===== config.mk =====
export PLATFORM = sky130hd
export DESIGN_NAME = alu_cmd_issuer_flat
export DESIGN_NICKNAME = d
export VERILOG_FILES = /design/src/rtl/alu_pkg.sv /design/src/rtl/alu_cmd_issuer_if.sv /design/src/rtl/alu_cmd_fifo.sv /design/src/rtl/alu_cmd_issuer.sv /design/src/flat_wrapper.sv
export SDC_FILE = /design/constraint.sdc
export NUM_CORES = 1
export LEC_CHECK = 0
export CORE_MARGIN = 5
export CORE_UTILIZATION = 58
export DETAILED_ROUTE_END_ITERATION = 8
export HOLD_SLACK_MARGIN = 0.08
export PLACE_DENSITY = 0.85
export REMOVE_ABC_BUFFERS = 1
export SYNTH_ARGS = -nofsm -noshare
export SYNTH_HDL_FRONTEND = slang
export SYNTH_SLANG_ARGS = --single-unit

===== constraint.sdc =====
create_clock -name clk -period 5.35 [get_ports clk]
set_clock_uncertainty 0.05 [all_clocks]
set_input_delay 1.07 -clock clk [delete_from_list [all_inputs] [get_ports clk]]
set_output_delay 1.07 -clock clk [all_outputs]
set_load 0.03 [all_outputs]

===== src/rtl/alu_pkg.sv =====
// Shared types for the ALU command issuer: operand width, opcode encoding,
// the queued command record and a saturating counter helper.
package alu_pkg;

   localparam int ALU_W     = 5;
   localparam int CMD_TAG_W = 2;
   localparam int CNT_W     = 8;

   typedef enum logic [1:0] {
      OP_ADD = 2'b00,
      OP_EQ  = 2'b01,
      OP_MUL = 2'b10,
      OP_ILL = 2'b11
   } alu_op_e;

   typedef struct packed {
      logic [ALU_W-1:0]     a;
      logic [ALU_W-1:0]     b;
      alu_op_e              op;
      logic [CMD_TAG_W-1:0] tag;
   } alu_cmd_t;

   // Increment that sticks at all-ones instead of wrapping.
   function automatic logic [CNT_W-1:0] sat_inc(input logic [CNT_W-1:0] cnt);
      logic [CNT_W-1:0] res;
      if (cnt == {CNT_W{1'b1}}) begin
         res = cnt;
      end else begin
         res = cnt + {{(CNT_W-1){1'b0}}, 1'b1};
      end
      return res;
   endfunction

endpackage


===== src/rtl/alu_cmd_issuer_if.sv =====
// Bundles the command, ALU and response channels of the issuer.
// master = the issuer itself, slave = the surrounding system (requester,
// combinational ALU and response consumer).
interface alu_cmd_issuer_if #(
   parameter int TAG_W = 2
);

   logic                        cmd_valid;
   logic                        cmd_ready;
   logic [alu_pkg::ALU_W-1:0]   cmd_a;
   logic [alu_pkg::ALU_W-1:0]   cmd_b;
   logic [1:0]                  cmd_op;
   logic [TAG_W-1:0]            cmd_tag;

   logic [alu_pkg::ALU_W-1:0]   alu_a;
   logic [alu_pkg::ALU_W-1:0]   alu_b;
   logic [1:0]                  alu_opcode;
   logic [alu_pkg::ALU_W-1:0]   alu_result;
   logic                        alu_overflow;
   logic                        alu_illegal;

   logic                        rsp_valid;
   logic                        rsp_ready;
   logic [alu_pkg::ALU_W-1:0]   rsp_result;
   logic                        rsp_overflow;
   logic                        rsp_illegal;
   logic [TAG_W-1:0]            rsp_tag;

   modport master (
      input  cmd_valid, cmd_a, cmd_b, cmd_op, cmd_tag,
      output cmd_ready,
      output alu_a, alu_b, alu_opcode,
      input  alu_result, alu_overflow, alu_illegal,
      output rsp_valid, rsp_result, rsp_overflow, rsp_illegal, rsp_tag,
      input  rsp_ready
   );

   modport slave (
      output cmd_valid, cmd_a, cmd_b, cmd_op, cmd_tag,
      input  cmd_ready,
      input  alu_a, alu_b, alu_opcode,
      output alu_result, alu_overflow, alu_illegal,
      input  rsp_valid, rsp_result, rsp_overflow, rsp_illegal, rsp_tag,
      output rsp_ready
   );

endinterface


===== src/rtl/alu_cmd_fifo.sv =====
// Synchronous command FIFO. Pointers carry one extra MSB so that full and
// empty are told apart without a separate occupancy counter. A push into a
// full FIFO is ignored even if a pop happens in the same cycle.
module alu_cmd_fifo
   import alu_pkg::*;
#(
   parameter int DEPTH = 4
) (
   input  logic     clk,
   input  logic     rst_n,
   input  logic     push,
   input  alu_cmd_t wdata,
   input  logic     pop,
   output alu_cmd_t head,
   output logic     full,
   output logic     empty
);

   localparam int AW = $clog2(DEPTH);

   logic [AW:0] wr_ptr_r;
   logic [AW:0] rd_ptr_r;
   alu_cmd_t    mem_r [DEPTH];
   logic        do_push_s;
   logic        do_pop_s;

   assign full      = (wr_ptr_r[AW] != rd_ptr_r[AW]) &&
                      (wr_ptr_r[AW-1:0] == rd_ptr_r[AW-1:0]);
   assign empty     = (wr_ptr_r == rd_ptr_r);
   assign do_push_s = push & ~full;
   assign do_pop_s  = pop & ~empty;
   assign head      = mem_r[rd_ptr_r[AW-1:0]];

   // Advance write/read pointers on accepted push/pop.
   always_ff @(posedge clk or negedge rst_n) begin
      if (!rst_n) begin
         wr_ptr_r <= '0;
         rd_ptr_r <= '0;
      end else begin
         if (do_push_s) begin
            wr_ptr_r <= wr_ptr_r + (AW+1)'(1);
         end
         if (do_pop_s) begin
            rd_ptr_r <= rd_ptr_r + (AW+1)'(1);
         end
      end
   end

   // Storage array; cleared on reset so the empty-FIFO head is deterministic.
   always_ff @(posedge clk or negedge rst_n) begin
      if (!rst_n) begin
         for (int i = 0; i < DEPTH; i++) begin
            mem_r[i] <= '0;
         end
      end else if (do_push_s) begin
         mem_r[wr_ptr_r[AW-1:0]] <= wdata;
      end
   end

endmodule


===== src/rtl/alu_cmd_issuer.sv =====
// Initiator side of the 5-bit ALU interface. Commands are queued, the head
// command is presented to an external combinational ALU, and the ALU reply is
// captured into a response register together with the command tag. Saturating
// counters track responses flagged overflow and illegal.
module alu_cmd_issuer
   import alu_pkg::*;
#(
   parameter int DEPTH = 4,
   parameter int TAG_W = CMD_TAG_W
) (
   input  logic                 clk,
   input  logic                 rst_n,
   alu_cmd_issuer_if.master     bus,
   output logic [CNT_W-1:0]     ovf_cnt,
   output logic [CNT_W-1:0]     ill_cnt
);

   alu_cmd_t          push_cmd_s;
   alu_cmd_t          head_s;
   logic              fifo_full_s;
   logic              fifo_empty_s;
   logic              push_s;
   logic              issue_s;
   logic              rsp_ovf_next_s;

   logic              rsp_valid_r;
   logic [ALU_W-1:0]  rsp_result_r;
   logic              rsp_overflow_r;
   logic              rsp_illegal_r;
   logic [TAG_W-1:0]  rsp_tag_r;
   logic [CNT_W-1:0]  ovf_cnt_r;
   logic [CNT_W-1:0]  ill_cnt_r;

   // Pack the incoming command fields into one queue record.
   always_comb begin
      push_cmd_s     = '0;
      push_cmd_s.a   = bus.cmd_a;
      push_cmd_s.b   = bus.cmd_b;
      push_cmd_s.op  = alu_op_e'(bus.cmd_op);
      push_cmd_s.tag = bus.cmd_tag;
   end

   assign push_s = bus.cmd_valid & ~fifo_full_s;

   alu_cmd_fifo #(
      .DEPTH (DEPTH)
   ) u_fifo (
      .clk   (clk),
      .rst_n (rst_n),
      .push  (push_s),
      .wdata (push_cmd_s),
      .pop   (issue_s),
      .head  (head_s),
      .full  (fifo_full_s),
      .empty (fifo_empty_s)
   );

   // A command may issue when one is queued and the response slot is free
   // or being drained in this very cycle.
   assign issue_s        = ~fifo_empty_s & (~rsp_valid_r | bus.rsp_ready);
   // An illegal op never reports overflow, whatever the ALU says.
   assign rsp_ovf_next_s = bus.alu_overflow & ~bus.alu_illegal;

   assign bus.cmd_ready  = ~fifo_full_s;

   // Drive the ALU from the FIFO head; an idle ALU sees add 0+0.
   always_comb begin
      bus.alu_a      = {ALU_W{1'b0}};
      bus.alu_b      = {ALU_W{1'b0}};
      bus.alu_opcode = OP_ADD;
      if (fifo_empty_s) begin
         bus.alu_a      = {ALU_W{1'b0}};
         bus.alu_b      = {ALU_W{1'b0}};
         bus.alu_opcode = OP_ADD;
      end else begin
         bus.alu_a      = head_s.a;
         bus.alu_b      = head_s.b;
         bus.alu_opcode = head_s.op;
      end
   end

   // Response register: capture on issue, clear valid on consumption, hold otherwise.
   always_ff @(posedge clk or negedge rst_n) begin
      if (!rst_n) begin
         rsp_valid_r    <= 1'b0;
         rsp_result_r   <= {ALU_W{1'b0}};
         rsp_overflow_r <= 1'b0;
         rsp_illegal_r  <= 1'b0;
         rsp_tag_r      <= {TAG_W{1'b0}};
      end else if (issue_s) begin
         rsp_valid_r    <= 1'b1;
         rsp_result_r   <= bus.alu_result;
         rsp_overflow_r <= rsp_ovf_next_s;
         rsp_illegal_r  <= bus.alu_illegal;
         rsp_tag_r      <= head_s.tag;
      end else if (rsp_valid_r & bus.rsp_ready) begin
         rsp_valid_r    <= 1'b0;
      end
   end

   // Saturating event counters, stepped when a response is captured.
   always_ff @(posedge clk or negedge rst_n) begin
      if (!rst_n) begin
         ovf_cnt_r <= {CNT_W{1'b0}};
         ill_cnt_r <= {CNT_W{1'b0}};
      end else if (issue_s) begin
         if (rsp_ovf_next_s) begin
            ovf_cnt_r <= sat_inc(ovf_cnt_r);
         end
         if (bus.alu_illegal) begin
            ill_cnt_r <= sat_inc(ill_cnt_r);
         end
      end
   end

   assign bus.rsp_valid    = rsp_valid_r;
   assign bus.rsp_result   = rsp_result_r;
   assign bus.rsp_overflow = rsp_overflow_r;
   assign bus.rsp_illegal  = rsp_illegal_r;
   assign bus.rsp_tag      = rsp_tag_r;
   assign ovf_cnt          = ovf_cnt_r;
   assign ill_cnt          = ill_cnt_r;

endmodule

===== src/flat_wrapper.sv =====
// flat-port wrapper written by rule: the top's interface ports become plain ports
module alu_cmd_issuer_flat import alu_pkg::*;
#(
   parameter int DEPTH = 4,
   parameter int TAG_W = CMD_TAG_W
)
  (clk, rst_n, ovf_cnt, ill_cnt, bus_cmd_valid, bus_cmd_a, bus_cmd_b, bus_cmd_op, bus_cmd_tag, bus_cmd_ready, bus_alu_a, bus_alu_b, bus_alu_opcode, bus_alu_result, bus_alu_overflow, bus_alu_illegal, bus_rsp_valid, bus_rsp_result, bus_rsp_overflow, bus_rsp_illegal, bus_rsp_tag, bus_rsp_ready);
  alu_cmd_issuer_if #(.TAG_W(TAG_W)) bus_i ();
  input  logic clk;
  input  logic rst_n;
  output logic [CNT_W-1:0] ovf_cnt;
  output logic [CNT_W-1:0] ill_cnt;
  input wire logic [$bits(bus_i.cmd_valid)-1:0] bus_cmd_valid;
  input wire logic [$bits(bus_i.cmd_a)-1:0] bus_cmd_a;
  input wire logic [$bits(bus_i.cmd_b)-1:0] bus_cmd_b;
  input wire logic [$bits(bus_i.cmd_op)-1:0] bus_cmd_op;
  input wire logic [$bits(bus_i.cmd_tag)-1:0] bus_cmd_tag;
  output wire logic [$bits(bus_i.cmd_ready)-1:0] bus_cmd_ready;
  output wire logic [$bits(bus_i.alu_a)-1:0] bus_alu_a;
  output wire logic [$bits(bus_i.alu_b)-1:0] bus_alu_b;
  output wire logic [$bits(bus_i.alu_opcode)-1:0] bus_alu_opcode;
  input wire logic [$bits(bus_i.alu_result)-1:0] bus_alu_result;
  input wire logic [$bits(bus_i.alu_overflow)-1:0] bus_alu_overflow;
  input wire logic [$bits(bus_i.alu_illegal)-1:0] bus_alu_illegal;
  output wire logic [$bits(bus_i.rsp_valid)-1:0] bus_rsp_valid;
  output wire logic [$bits(bus_i.rsp_result)-1:0] bus_rsp_result;
  output wire logic [$bits(bus_i.rsp_overflow)-1:0] bus_rsp_overflow;
  output wire logic [$bits(bus_i.rsp_illegal)-1:0] bus_rsp_illegal;
  output wire logic [$bits(bus_i.rsp_tag)-1:0] bus_rsp_tag;
  input wire logic [$bits(bus_i.rsp_ready)-1:0] bus_rsp_ready;
  assign bus_i.cmd_valid = bus_cmd_valid;
  assign bus_i.cmd_a = bus_cmd_a;
  assign bus_i.cmd_b = bus_cmd_b;
  assign bus_i.cmd_op = bus_cmd_op;
  assign bus_i.cmd_tag = bus_cmd_tag;
  assign bus_cmd_ready = bus_i.cmd_ready;
  assign bus_alu_a = bus_i.alu_a;
  assign bus_alu_b = bus_i.alu_b;
  assign bus_alu_opcode = bus_i.alu_opcode;
  assign bus_i.alu_result = bus_alu_result;
  assign bus_i.alu_overflow = bus_alu_overflow;
  assign bus_i.alu_illegal = bus_alu_illegal;
  assign bus_rsp_valid = bus_i.rsp_valid;
  assign bus_rsp_result = bus_i.rsp_result;
  assign bus_rsp_overflow = bus_i.rsp_overflow;
  assign bus_rsp_illegal = bus_i.rsp_illegal;
  assign bus_rsp_tag = bus_i.rsp_tag;
  assign bus_i.rsp_ready = bus_rsp_ready;
  alu_cmd_issuer #(.DEPTH(DEPTH), .TAG_W(TAG_W)) u_core (.clk(clk), .rst_n(rst_n), .bus(bus_i), .ovf_cnt(ovf_cnt), .ill_cnt(ill_cnt));
endmodule

==> qor.yml <==
status:
  status: "complete, no violations"
logic_synthesis:
  synth_cells: 275
  synth_top_area_cell: "dfrtp_1"
  synth_top_area_share_pct: 54.7
  syn_area_sq_um: 4030
  synth_seq_cells: 88
  synth.area.top_cells: "dfrtp_1, mux2_1, mux4_2"
  avgSynthCellArea_sq_um: 14.7
  yosysWarningCount: 0
  synth_cell_types: 35
  seq_area_frac_synth_pct: 54.7
clock_network:
  clock_latency_ps: 340
  cts_tree: "done"
  ctsHtreeMaxLevel: 3
  cts_sinks: 88
  clk_pin_slew_worst_paths_ps: 80
  cts-resized-gates: 0
  cts-root-buf: "clkbuf_8"
  clk_path_buf_depth: 2
  post_cts_buffers: 0
  hold_buffers: 0
  numCtsBuffers: 9
final_layout:
  diodes: 0
  nNetsFinal: 373
  drive_above_1_share_pct: 19.4
  seqCellArea_sq_um: 2200
  mostFrequentLayoutCell: "dfrtp_1"
  area_growth_pct: 22.6
  num-fill-cells: 484
  multi_input_area_sq_um: 1740
  final_cell_mix: "dfrtp_1, clkdlybuf4s50_1, mux2_1"
  fin_area_sq_um: 4940
floorplanning:
  core-area_sq_um: 6790
  die_h_microns: 93.3
  die_x_microns: 93.3
  fp.dieArea_sq_um: 8710
  io_pins: 64
  rows: 30
  floorplan.initialDensity_pct: 59.3
setup_path:
  crit_type: "reg -> out"
  crit_path_end: "bus_alu_opcode[1]"
  r2r_slack_ps: 3220
  critPathLaunchType: "flop"
  endpoint_kind: "output port"
  crit_chain: "xor2_1 > nor3_2 > buf_4 > nor2b_1 > clkdlybuf4s50_1"
  r2r-start: "u_core.u_fifo.wr_ptr_r[1]$_DFFE_PN0P_"
  crit_buf_inv: 2
  critPathTopFamily: "buffers and inverters"
  crit_cells: 5
  r2r-end: "u_core.u_fifo.mem_r[22]$_DFFE_PN0P_"
  cp.required_ps: 4230
  arrival_ps: 2600
  critPathMaxStageDelay_ps: 640
  crit_fanout: 10
  cpMaxStageDelayCell: "nor3_2"
  cp-startpoint: "u_core.u_fifo.rd_ptr_r[2]$_DFFE_PN0P_"
  reg2reg_depth: 4
timing:
  drv_slew: 0
  post-route-period-util_pct: 69.6
  rsz0062_at_grt: "false"
  fin_hold_ws_ps: 439
  slew_headroom_pct: 52.5
  hold_viol: 0
  worstMarginPinSlew_ps: 709
  max_freq_mhz: 269
  setup_ws_ps: 1630
  setup_tns_ps: 0
  fin_crit_ps: 3720
  finalSetupViolations: 0
routing:
  drt_first_iter_violations: 52
  detail_route.first_pass.iterations: 4
  drc: 0
  route.met3.wl_microns: 402
  route.met2.wl_microns: 4060
  wl_per_cell_microns: 17.9
  wl_met1_microns: 3300
  routed_wl_microns: 7890
  vias_per_cell: 5.60
  routed.top_layer: "met4"
  final_antenna_net_count: 0
  num_vias: 2469
grt:
  track_usage_pct: 19.9
  grt_max_degree: 48
  grt.overflow.total: 0
  antenna_found_initial: 0
  grt_pass1_vias: 2644
  grt_pass1_wl_microns: 13200
place:
  globalplace.congestion: 0.875
  placed_cell_area_sq_um: 4730
  port_buffers: 63
  pre_cts_slack_ps: 1980
  dp_hpwl_microns: 5480
power_and_ir_drop:
  power_density_nw_per_um2: 712
  ir_worst_vdd_mv: 0.447
  p_leak_nw: 2.11
  power_mw: 3.52
worst_hold_path:
  hold_class: "reg -> reg"
  hold_path_startpoint: "u_core.u_fifo.mem_r[15]$_DFFE_PN0P_"
job:
  drv_cap: 0
## power breakdown
group	internal (mW)	switching [mW]	total, mW
combinational	0.895	0.956	1.85
sequential	0.984	0.209	1.19
clock	0.252	0.222	0.474
## worst reg2reg max path: cells and delay by family, from the launching register on
family | cells | cell delay (ps)
xor+xnor | 1 | 350
compound gates | 1 | 400
flops | 1 | 440
mux | 1 | 430
simple gates | 1 | 360
## per-stage QoR
step	utilization, %	instances
final	72.7	441
after global routing	72.7	441
after CTS	72.7	441
after detailed placement	69.7	426
after global placement	69.7	426
after floorplan	-	263
## per-layer routing
layer,up-vias,GRT usage (%)
li1,1117,-
met1,1276,24.5
met2,65,34.0
met3,11,4.67
met4,0,7.45
met5,-,0
## Yosys cell counts
library cell	n
o31a_1	2
nand2_2	4
mux4_2	14
buf_2	2
buf_6	1
xor2_1	14
nand3_1	5
xor2_2	1
or3_1	1
o21ai_0	2
clkbuf_1	3
o311ai_2	1
or2_1	1
and2b_1	1
mux2_1	41
xor2_4	1
nor4b_1	1
nand2b_1	1
nor4_1	3
dfrtp_1	88
nor3b_1	1
nor2_1	2
xnor2_1	6
o31ai_2	1
ha_1	7
and4_1	2
nor2b_1	12
buf_4	6
and3_1	1
inv_1	3
o2111ai_1	1
nor3_1	7
nand2_1	13
nand4_1	1
mux2_2	25
## registers in the layout (all words and copies together), names as in the netlist
signal	count
u_core.bus.rsp_tag	2
u_core.u_fifo.wr_ptr_r	3
u_core.bus.rsp_valid	1
u_core.bus.rsp_result	5
u_core.u_fifo.mem_r	56
u_core.ill_cnt	8
u_core.bus.rsp_overflow	1
u_core.u_fifo.rd_ptr_r	3
u_core.ovf_cnt	8
u_core.bus.rsp_illegal	1
## worst min path at each step
stage                                                endpoint  slack (ps)  cells past startpoint
after global routing      u_core.u_fifo.mem_r[15]$_DFFE_PN0P_         450                      1
final                     u_core.u_fifo.mem_r[15]$_DFFE_PN0P_         440                      1
after floorplan           u_core.u_fifo.mem_r[15]$_DFFE_PN0P_         410                      1
after CTS                  u_core.u_fifo.mem_r[8]$_DFFE_PN0P_         440                      1
after global placement     u_core.bus.rsp_illegal$_DFFE_PN0P_         410                      2
after detailed placement   u_core.u_fifo.mem_r[8]$_DFFE_PN0P_         430                      1
## kinds of logic (layout without fill, tap and decap cells)
logic type	count (synthesis)	after routing	synth area share (%)
xor gates and xnor gates	22	22	5.44
AOI/OAI and AO/OA	7	7	1.62
adders and majority gates	7	7	2.17
muxes	80	80	26.3
buffers and inverters	15	85	2.20
and+or+nand+nor	56	56	7.64
DFF	88	88	54.7
## final cells by class
type                            instances  area share (%)
Sequential cell                        88            44.6
Inverter                                3           0.228
Multi-Input combinational cell        172            35.3
Clock buffer                           13            3.42
Tap cell                               96            2.43
Clock inverter                          2           0.760
Timing Repair Buffer                   67            13.3
Power figures use the tool's default switching activity.
